--- config.mk ---
export PLATFORM = sky130hd
export DESIGN_NAME = lsu_dmem_if_flat
export DESIGN_NICKNAME = d
export VERILOG_FILES = /design/src/rtl/lsu_dmem_if_if.sv /design/src/rtl/lsu_dmem_if.sv /design/src/flat_wrapper.sv
export SDC_FILE = /design/constraint.sdc
export NUM_CORES = 1
export LEC_CHECK = 0
export ABC_CLOCK_PERIOD_IN_PS = 3400
export CAP_MARGIN = 20
export CORE_ASPECT_RATIO = 1.75
export CORE_MARGIN = 3
export CORE_UTILIZATION = 39
export CTS_CLUSTER_DIAMETER = 100
export DETAILED_ROUTE_END_ITERATION = 8
export PLACE_DENSITY = 0.78
export SLEW_MARGIN = 40
export SYNTH_ARGS = -nofsm -noshare
export SYNTH_HDL_FRONTEND = slang
export SYNTH_SLANG_ARGS = --single-unit
--- constraint.sdc ---
create_clock -name clk -period 3.4 [get_ports clk]
set_clock_uncertainty 0.15 [all_clocks]
set_input_delay 0.68 -clock clk [delete_from_list [all_inputs] [get_ports clk]]
set_output_delay 0.68 -clock clk [all_outputs]
set_load 0.03 [all_outputs]
--- src/rtl/lsu_dmem_if_if.sv ---
// Data-memory bus bundle between the load/store unit (master) and the memory (slave).
// The master drives the request, the write flag, the address, the byte enables and the write data; the slave returns the ack and the read data.
interface lsu_dmem_if_if;
    logic        bus_req;
    logic        bus_we;
    logic [31:0] bus_addr;
    logic [3:0]  bus_be;
    logic [31:0] bus_wdata;
    logic        bus_ack;
    logic [31:0] bus_rdata;

    modport master (
        output bus_req,
        output bus_we,
        output bus_addr,
        output bus_be,
        output bus_wdata,
        input  bus_ack,
        input  bus_rdata
    );

    modport slave (
        input  bus_req,
        input  bus_we,
        input  bus_addr,
        input  bus_be,
        input  bus_wdata,
        output bus_ack,
        output bus_rdata
    );
endinterface

--- src/rtl/lsu_dmem_if.sv ---
// Load/store unit: turns one core memory op into one aligned req/ack bus access and stalls the core until it completes.
// Define DMEM_TIMEOUT_EN to abort a BUSY access after TIMEOUT_CYCLES without bus_ack (bus_err pulse).
module lsu_dmem_if #(
    parameter int TIMEOUT_CYCLES = 256
) (
    input  logic                clk,
    input  logic                rst,
    input  logic                i_dmem_req,
    input  logic                i_dmem_wr,
    input  logic [1:0]          i_dmem_size,
    input  logic                i_dmem_zero_ex,
    input  logic [31:0]         i_addr,
    input  logic [31:0]         i_wr_data,
    output logic [31:0]         o_rd_data,
    output logic                o_stall,
    output logic                o_misalign_err,
    output logic                o_bus_err,
    lsu_dmem_if_if.master       dmem
);

    localparam logic [1:0] OP_DMEM_BYTE = 2'd0;
    localparam logic [1:0] OP_DMEM_HALF = 2'd1;
    localparam logic [1:0] OP_DMEM_WORD = 2'd2;

    typedef enum logic [1:0] {
        S_IDLE = 2'd0,
        S_BUSY = 2'd1,
        S_DONE = 2'd2
    } state_t;

    state_t      r_state;
    state_t      w_next;

    logic        r_bus_req;
    logic        r_bus_we;
    logic [31:0] r_bus_addr;
    logic [3:0]  r_bus_be;
    logic [31:0] r_bus_wdata;
    logic [1:0]  r_lane;
    logic [1:0]  r_size;
    logic        r_zero_ex;
    logic [31:0] r_rd_data;
    logic        r_bus_err;

    logic        w_aligned;
    logic        w_issue;
    logic        w_ack;
    logic        w_timeout;
    logic [3:0]  w_be;
    logic [31:0] w_wdata;
    logic [7:0]  w_byte;
    logic [15:0] w_half;
    logic [31:0] w_ext;

    // Encoding 2'b11 is treated as a word access.
    always_comb begin
        w_aligned = 1'b1;
        w_be      = 4'b1111;
        w_wdata   = i_wr_data;
        case (i_dmem_size)
            OP_DMEM_BYTE: begin
                w_aligned = 1'b1;
                w_be      = 4'b0001 << i_addr[1:0];
                w_wdata   = {4{i_wr_data[7:0]}};
            end
            OP_DMEM_HALF: begin
                w_aligned = ~i_addr[0];
                w_be      = 4'b0011 << i_addr[1:0];
                w_wdata   = {2{i_wr_data[15:0]}};
            end
            default: begin
                w_aligned = (i_addr[1:0] == 2'b00);
                w_be      = 4'b1111;
                w_wdata   = i_wr_data;
            end
        endcase
    end

    assign w_issue = (r_state == S_IDLE) && i_dmem_req && w_aligned;
    assign w_ack   = (r_state == S_BUSY) && dmem.bus_ack;

`ifdef DMEM_TIMEOUT_EN
    localparam int CNT_W = $clog2(TIMEOUT_CYCLES + 1);

    logic [CNT_W-1:0] r_cnt;

    // The counter holds the number of BUSY cycles already spent without an ack.
    always_ff @(posedge clk or posedge rst) begin
        if (rst) begin
            r_cnt <= '0;
        end else if (w_issue) begin
            r_cnt <= '0;
        end else if (r_state == S_BUSY) begin
            r_cnt <= r_cnt + CNT_W'(1);
        end
    end

    assign w_timeout = (r_state == S_BUSY) && !dmem.bus_ack &&
                       (r_cnt == CNT_W'(TIMEOUT_CYCLES - 1));
`else
    logic w_unused_timeout;

    assign w_unused_timeout = ^TIMEOUT_CYCLES;
    assign w_timeout        = 1'b0;
`endif

    always_ff @(posedge clk or posedge rst) begin
        if (rst) begin
            r_state <= S_IDLE;
        end else begin
            r_state <= w_next;
        end
    end

    always_comb begin
        w_next = r_state;
        case (r_state)
            S_IDLE:  if (w_issue) w_next = S_BUSY;
            S_BUSY:  if (w_ack || w_timeout) w_next = S_DONE;
            S_DONE:  w_next = S_IDLE;
            default: w_next = S_IDLE;
        endcase
    end

    // Stall is asserted in the issue cycle itself so the core holds before the bus access starts.
    always_comb begin
        o_stall        = 1'b0;
        o_misalign_err = 1'b0;
        if (!rst) begin
            o_stall        = w_issue || (r_state == S_BUSY);
            o_misalign_err = (r_state == S_IDLE) && i_dmem_req && !w_aligned;
        end
    end

    always_comb begin
        w_byte = dmem.bus_rdata[{r_lane, 3'b000} +: 8];
        w_half = dmem.bus_rdata[{r_lane[1], 4'b0000} +: 16];
        case (r_size)
            OP_DMEM_BYTE: w_ext = r_zero_ex ? {24'h0, w_byte} : {{24{w_byte[7]}}, w_byte};
            OP_DMEM_HALF: w_ext = r_zero_ex ? {16'h0, w_half} : {{16{w_half[15]}}, w_half};
            default:      w_ext = dmem.bus_rdata;
        endcase
    end

    // Bus fields are latched at issue so later changes on the core inputs cannot disturb the access.
    always_ff @(posedge clk or posedge rst) begin
        if (rst) begin
            r_bus_req   <= 1'b0;
            r_bus_we    <= 1'b0;
            r_bus_addr  <= '0;
            r_bus_be    <= '0;
            r_bus_wdata <= '0;
            r_lane      <= '0;
            r_size      <= '0;
            r_zero_ex   <= 1'b0;
            r_rd_data   <= '0;
            r_bus_err   <= 1'b0;
        end else begin
            r_bus_err <= 1'b0;
            if (w_issue) begin
                r_bus_req   <= 1'b1;
                r_bus_we    <= i_dmem_wr;
                r_bus_addr  <= {i_addr[31:2], 2'b00};
                r_bus_be    <= w_be;
                r_bus_wdata <= w_wdata;
                r_lane      <= i_addr[1:0];
                r_size      <= i_dmem_size;
                r_zero_ex   <= i_dmem_zero_ex;
            end
            if (w_ack || w_timeout) begin
                r_bus_req <= 1'b0;
                r_bus_err <= w_timeout;
                if (!r_bus_we) begin
                    r_rd_data <= w_ack ? w_ext : 32'h0;
                end
            end
        end
    end

    assign dmem.bus_req   = r_bus_req;
    assign dmem.bus_we    = r_bus_we;
    assign dmem.bus_addr  = r_bus_addr;
    assign dmem.bus_be    = r_bus_be;
    assign dmem.bus_wdata = r_bus_wdata;
    assign o_rd_data      = r_rd_data;
    assign o_bus_err      = r_bus_err;

endmodule

--- src/flat_wrapper.sv ---
// flat-port wrapper written by rule: the top's interface ports become plain ports
module lsu_dmem_if_flat 
#(
    parameter int TIMEOUT_CYCLES = 256
)
  (clk, rst, i_dmem_req, i_dmem_wr, i_dmem_size, i_dmem_zero_ex, i_addr, i_wr_data, o_rd_data, o_stall, o_misalign_err, o_bus_err, dmem_bus_req, dmem_bus_we, dmem_bus_addr, dmem_bus_be, dmem_bus_wdata, dmem_bus_ack, dmem_bus_rdata);
  lsu_dmem_if_if dmem_i ();
  input  logic clk;
  input  logic rst;
  input  logic i_dmem_req;
  input  logic i_dmem_wr;
  input  logic [1:0] i_dmem_size;
  input  logic i_dmem_zero_ex;
  input  logic [31:0] i_addr;
  input  logic [31:0] i_wr_data;
  output logic [31:0] o_rd_data;
  output logic o_stall;
  output logic o_misalign_err;
  output logic o_bus_err;
  output wire logic [$bits(dmem_i.bus_req)-1:0] dmem_bus_req;
  output wire logic [$bits(dmem_i.bus_we)-1:0] dmem_bus_we;
  output wire logic [$bits(dmem_i.bus_addr)-1:0] dmem_bus_addr;
  output wire logic [$bits(dmem_i.bus_be)-1:0] dmem_bus_be;
  output wire logic [$bits(dmem_i.bus_wdata)-1:0] dmem_bus_wdata;
  input wire logic [$bits(dmem_i.bus_ack)-1:0] dmem_bus_ack;
  input wire logic [$bits(dmem_i.bus_rdata)-1:0] dmem_bus_rdata;
  assign dmem_bus_req = dmem_i.bus_req;
  assign dmem_bus_we = dmem_i.bus_we;
  assign dmem_bus_addr = dmem_i.bus_addr;
  assign dmem_bus_be = dmem_i.bus_be;
  assign dmem_bus_wdata = dmem_i.bus_wdata;
  assign dmem_i.bus_ack = dmem_bus_ack;
  assign dmem_i.bus_rdata = dmem_bus_rdata;
  lsu_dmem_if #(.TIMEOUT_CYCLES(TIMEOUT_CYCLES)) u_core (.clk(clk), .rst(rst), .i_dmem_req(i_dmem_req), .i_dmem_wr(i_dmem_wr), .i_dmem_size(i_dmem_size), .i_dmem_zero_ex(i_dmem_zero_ex), .i_addr(i_addr), .i_wr_data(i_wr_data), .o_rd_data(o_rd_data), .o_stall(o_stall), .o_misalign_err(o_misalign_err), .o_bus_err(o_bus_err), .dmem(dmem_i));
endmodule
Word-level counts from Yosys, hierarchy flattened
Cells that the tools add are included.
Storage, ports and cells
  flip-flop bits (word level): 107
  bits in latches: 0
  RAM bits: 0
  memory bits (read-only): 0
  bits of input ports: 104
  output and inout bits: 105
  word-level logic and storage cells: 47
  memories kept: 0
Cells by class
  $add $sub $neg: 0
  multipliers: 0
  divide/modulo/power cells: 0
  $lt $le $gt $ge: 0
  equality and inequality tests: 5
  shift operators: 4
  mux-type cells: 13
  bitwise gates (word level): 2
  reduce and logical (&&, ||, !) cells: 13
Operators with widths (number)
  $pmux 32 s2: 2
  $mux 32: 2
  $shiftx 32x6->16: 1
  $shiftx 32x6->8: 1
  $logic_not 2->1: 4
  $pmux 4 s2: 1
  $eq 2x1->1 const B: 3
  $logic_and 1x1->1: 4
  $mux 1: 4
  $mux 2: 2
  $ne 2x1->1 const B: 2
  $pmux 2 s2: 1
  $reduce_and 2->1: 2
  $shl 1x2->4 const A: 1
  $shl 2x2->4 const A: 1
  $not 1->1: 2
  $pmux 1 s2: 1
  $reduce_bool 2->1: 1
  $logic_not 1->1: 1
  $logic_or 1x1->1: 1

Depth between registers and ports, before layout
  word-level depth: 5
  mapped depth: 7
  gate-level depth less buffers: 4

Least setup slack after synthesis
No wires, ideal clock.
  kind: input port to output port
  start: input i_addr[0]
  end: output o_stall
  data arrival time: 2.070 ns
  data required time: 2.570 ns
  path slack: 0.500 ns
  stages: 6
  buffers on the path: 3
  cells stage by stage: clkbuf_1 -> o21ai_1 -> nand3_1 -> buf_2 -> clkbuf_1 -> a21oi_1
Between the ends
  longest elaborated chain between the ends: 5
  elaborated cells on any way between the ends: 6
  classes of those cells: mux: 2; bitwise: 1; reduce/logical: 3
Ends and longest elaborated chain
  start, declared: RTL line flat_wrapper.sv:14  | input logic [31:0] i_addr;
  $logic_not 2->1 or $not 1->1 (tied branches): RTL line lsu_dmem_if.sv:72, lsu_dmem_if.sv:67
  $pmux 1 s2 *: RTL line lsu_dmem_if.sv:60  | case (i_dmem_size)
  $logic_and 1x1->1 *: RTL line lsu_dmem_if.sv:79  | assign w_issue = (r_state == S_IDLE) && i_dmem_req && w_aligned;
  $logic_or 1x1->1 *: RTL line lsu_dmem_if.sv:130  | o_stall = w_issue || (r_state == S_BUSY);
  $mux 1 *: RTL line lsu_dmem_if.sv:129  | if (!rst) begin
  end, declared: RTL line flat_wrapper.sv:17  | output logic o_stall;
Mark *: on every way between the ends. The rest lies on a longest branch, timed or not.

Worst setup path in the final report
  start: input i_dmem_req
  end: output o_misalign_err
Between the ends
  longest elaborated chain between the ends: 3
Ends and longest elaborated chain
  start, declared: RTL line flat_wrapper.sv:10  | input logic i_dmem_req;
  $logic_and 1x1->1 (2 in series): RTL line lsu_dmem_if.sv:131  | o_misalign_err = (r_state == S_IDLE) && i_dmem_req && !w_aligned;
  $mux 1: RTL line lsu_dmem_if.sv:129
  end, declared: RTL line flat_wrapper.sv:18  | output logic o_misalign_err;
No other way between the ends.

==> results_dict.tcl <==
set metrics [dict create \
    status "completed" \
    r2r_end "u_core.o_rd_data[27]$_DFFE_PP0P_" \
    critical_path_class "in2out" \
    powerDensity_mw_per_mm2 790 \
    hold_depth 2 \
    h-tree-depth 3 \
    post_synth.cell_area_avg_um2 11.1 \
    ff2ff_setup_slack_ns 1.26 \
    hold_viol 0 \
    cts_sinks 107 \
    cts_resized 0 \
    drive_gt1_frac 0.149 \
    worstSkewPairLatency_ns 0.34 \
    max-vdd-ir-drop_mv 0.387 \
    synth_seq_cells 107 \
    whs_endpoint "u_core.dmem.bus_wdata[29]$_DFFE_PP0P_" \
    maxCapViolCount 0 \
    gp_congestion 0.883 \
    cp-end-kind "output pin" \
    initial_core_util 0.405 \
    period_share 0.847 \
    min_path_type "reg2reg" \
    worstPathArrival_ns 2.05 \
    wl_per_cell_um 17.8 \
    die_w_um 91.3 \
    dpl_worst_slack_ns 0.522 \
    max_freq_mhz 347 \
    die_y_um 155 \
    n_fill_cell 1020 \
    wl_mm 14.3 \
    rsz0062_at_grt "false" \
    route.detailed.drc 0 \
    n_antenna_cell 0 \
    fin_crit_ns 2.88 \
    clk_pin_slew_worst_paths_ns 0.07 \
    final-max-slew-violation-count 0 \
    grt_max_degree 96 \
    grt_pass1_wl_mm 22.8 \
    dieArea_mm2 0.0142 \
    syn-cell-area_mm2 0.00497 \
    vias 4145 \
    tightest_slew_ns 0.664 \
    relSlewSlack 0.554 \
    core_area_mm2 0.0123 \
    yosysUniqueCellTypes 39 \
    cts_tree "done" \
    viasPerCell 5.16 \
    cp_max_fo 5 \
    synth_top_family_by_area "multiplexers" \
    min_from "u_core.dmem.bus_wdata[29]$_DFFE_PP0P_" \
    r2r-start "u_core.r_lane[1]$_DFFE_PP0P_" \
    synth_compound_area_frac 0.0904 \
    leakage_uw 0.00319 \
    synthSimpleGateAreaFrac 0.148 \
    setup_viol 0 \
    finalSetupTns_ns 0 \
    grt_pass1_vias 4385 \
    hpwl_mm 10.8 \
    synthAdderAreaFrac 0 \
    ff2ff_path_depth 4 \
    syn_inst 447 \
    grtUsageTotal 0.204 \
    rows 53 \
    antenna_found_initial 0 \
    grt.overflow.total 0 \
    portBuffers 205 \
    io_pins 209 \
    synth_xor_area_frac 0.00176 \
    worstPathRequired_ns 2.57 \
    startpoint_type "input port" \
    first_pass_iters 4 \
    postCtsSetupBuffers 0 \
    worst_slack_ns 0.522 \
    clockBufferDepth 2 \
    muxShareOfSynthArea 0.178 \
    yosys_warnings 0 \
    yosysSeqAreaShare 0.539 \
    root_buffer "clkbuf_16" \
    nNetsFinal 738 \
    dr.first_iter.drc_count 167 \
    area_growth_pct 50.2 \
    cts_buffers 9 \
    cts_hold_buf 0 \
    ant_nets 0 \
]
## synth_stat cells
cell type | count | area, um2
dfrtp_1 | 107 | 2680
nand2_1 | 54 | 203
mux2_2 | 52 | 586
mux2i_1 | 30 | 300
nor2_1 | 28 | 105
o21ai_0 | 28 | 140
nand3_1 | 23 | 115
clkbuf_1 | 22 | 82.6
a21oi_1 | 12 | 60.1
nand3_2 | 10 | 100
a211oi_1 | 9 | 67.6
buf_2 | 9 | 45.0
nor3b_1 | 9 | 67.6
a32oi_1 | 8 | 70.1
a221o_1 | 7 | 70.1
inv_1 | 4 | 15.0
buf_4 | 3 | 22.5
buf_6 | 3 | 33.8
nor3_1 | 3 | 15.0
nor4_1 | 3 | 18.8
a31oi_1 | 2 | 12.5
buf_1 | 2 | 7.51
nand2b_1 | 2 | 12.5
nor2b_1 | 2 | 12.5
a21o_1 | 1 | 7.51
and3_1 | 1 | 6.26
conb_1 | 1 | 3.75
nand3b_4 | 1 | 20.0
nor2_2 | 1 | 6.26
nor4_2 | 1 | 12.5
nor4b_1 | 1 | 8.76
o21ai_1 | 1 | 5.00
o311ai_0 | 1 | 8.76
o31ai_1 | 1 | 7.51
or2_1 | 1 | 6.26
or2b_1 | 1 | 7.51
or3b_2 | 1 | 8.76
or4_4 | 1 | 11.3
xor2_1 | 1 | 8.76
## power by group
| part | switching [uW] | total, uW | internal [uW] |
|---|---|---|---|
| Sequential | 322 | 2040 | 1720 |
| Combinational | 1510 | 2740 | 1230 |
| Clock | 449 | 1110 | 662 |
| Total | 2280 | 5890 | 3610 |
## critical path: stages
cell and delay (ns):
clkdlybuf4s50_1 0.46, or3b_2 0.50, a211oi_1 0.20, buf_4 0.20
## placed cells by master (no fill, tap or decap), types with 2 or more instances in the layout
cell type and instances:
clkdlybuf4s50_1 203, nor3b_1 8, o21ai_0 28, a32oi_1 8
bufinv_16 2, buf_4 8, nand2_1 54, nor3_1 3
a221o_1 7, mux2i_1 30, clkbuf_16 9, mux2_2 52
buf_12 2, a21oi_1 12, conb_1 3, clkinvlp_4 3
nand3_1 22, nand2b_1 2, a31oi_1 2, nor2b_1 2
dfrtp_1 106, inv_1 3, nor4_1 3, a211oi_1 9
nand3_2 10, nor2_1 28
## cell families (layout without fill, tap and decap cells)
kind of cell / after synthesis / after routing
other: 1 / 3
muxes: 82 / 82
DFF: 107 / 107
buffers and inverters: 43 / 232
AOI/OAI and AO/OA: 70 / 70
and+or+nand+nor: 143 / 143
xor gates and xnor gates: 1 / 1
## stage by stage
| stage | power (uW) | cells | hold WS (ns) | util | cell area (um2) |
|---|---|---|---|---|---|
| final | 5890 | 803 | 0.332 | 0.608 | 7460 |
| after global routing | 6200 | 803 | 0.361 | 0.608 | 7460 |
| after CTS | 5970 | 803 | 0.335 | 0.608 | 7460 |
| after detailed placement | 4830 | 788 | 0.320 | 0.582 | 7140 |
| after global placement | 4750 | 788 | 0.315 | 0.582 | 7140 |
| after floorplan | 3590 | 449 | 0.391 | - | 4980 |
## final cells by class
class	instances	area (um2)	area share
Multi-Input combinational cell	299	2110	0.283
Sequential cell	107	2680	0.359
Clock buffer	11	243	0.0325
Clock inverter	4	75.1	0.0101
Inverter	4	18.8	0.00251
Timing Repair Buffer	213	2130	0.286
Tap cell	165	206	0.0277
## flip-flops by register name, indices dropped and copies added, names as in the netlist
name,flops
u_core.dmem.bus_wdata,32
u_core.o_rd_data,32
u_core.dmem.bus_addr,30
u_core.dmem.bus_be,4
u_core.r_lane,2
u_core.r_size,2
u_core.r_state,2
u_core.dmem.bus_req,1
u_core.dmem.bus_we,1
u_core.r_zero_ex,1
## worst max-delay path by stage
stage / startpoint / to / slack (ns) / cells after the start
3_5_place_dp: i_dmem_req / o_misalign_err / 0.52 / 4
3_3_place_gp: i_dmem_req / o_misalign_err / 0.52 / 4
6_report: i_dmem_req / o_misalign_err / 0.52 / 4
5_1_grt: i_dmem_req / o_misalign_err / 0.45 / 4
4_1_cts: i_dmem_req / o_misalign_err / 0.51 / 4
2_1_floorplan: i_addr[0] / o_stall / 0.50 / 6
## routing by layer
metal	vias up	part of all wire	GRT usage	wire, um
met5	-	0	0	0
li1	1950	-	-	-
met1	1989	0.37	0.219	5260
met3	24	0.069	0.0581	990
met4	0	0.029	0.0799	420
met2	182	0.53	0.373	7640
Power figures use the tool's default switching activity.
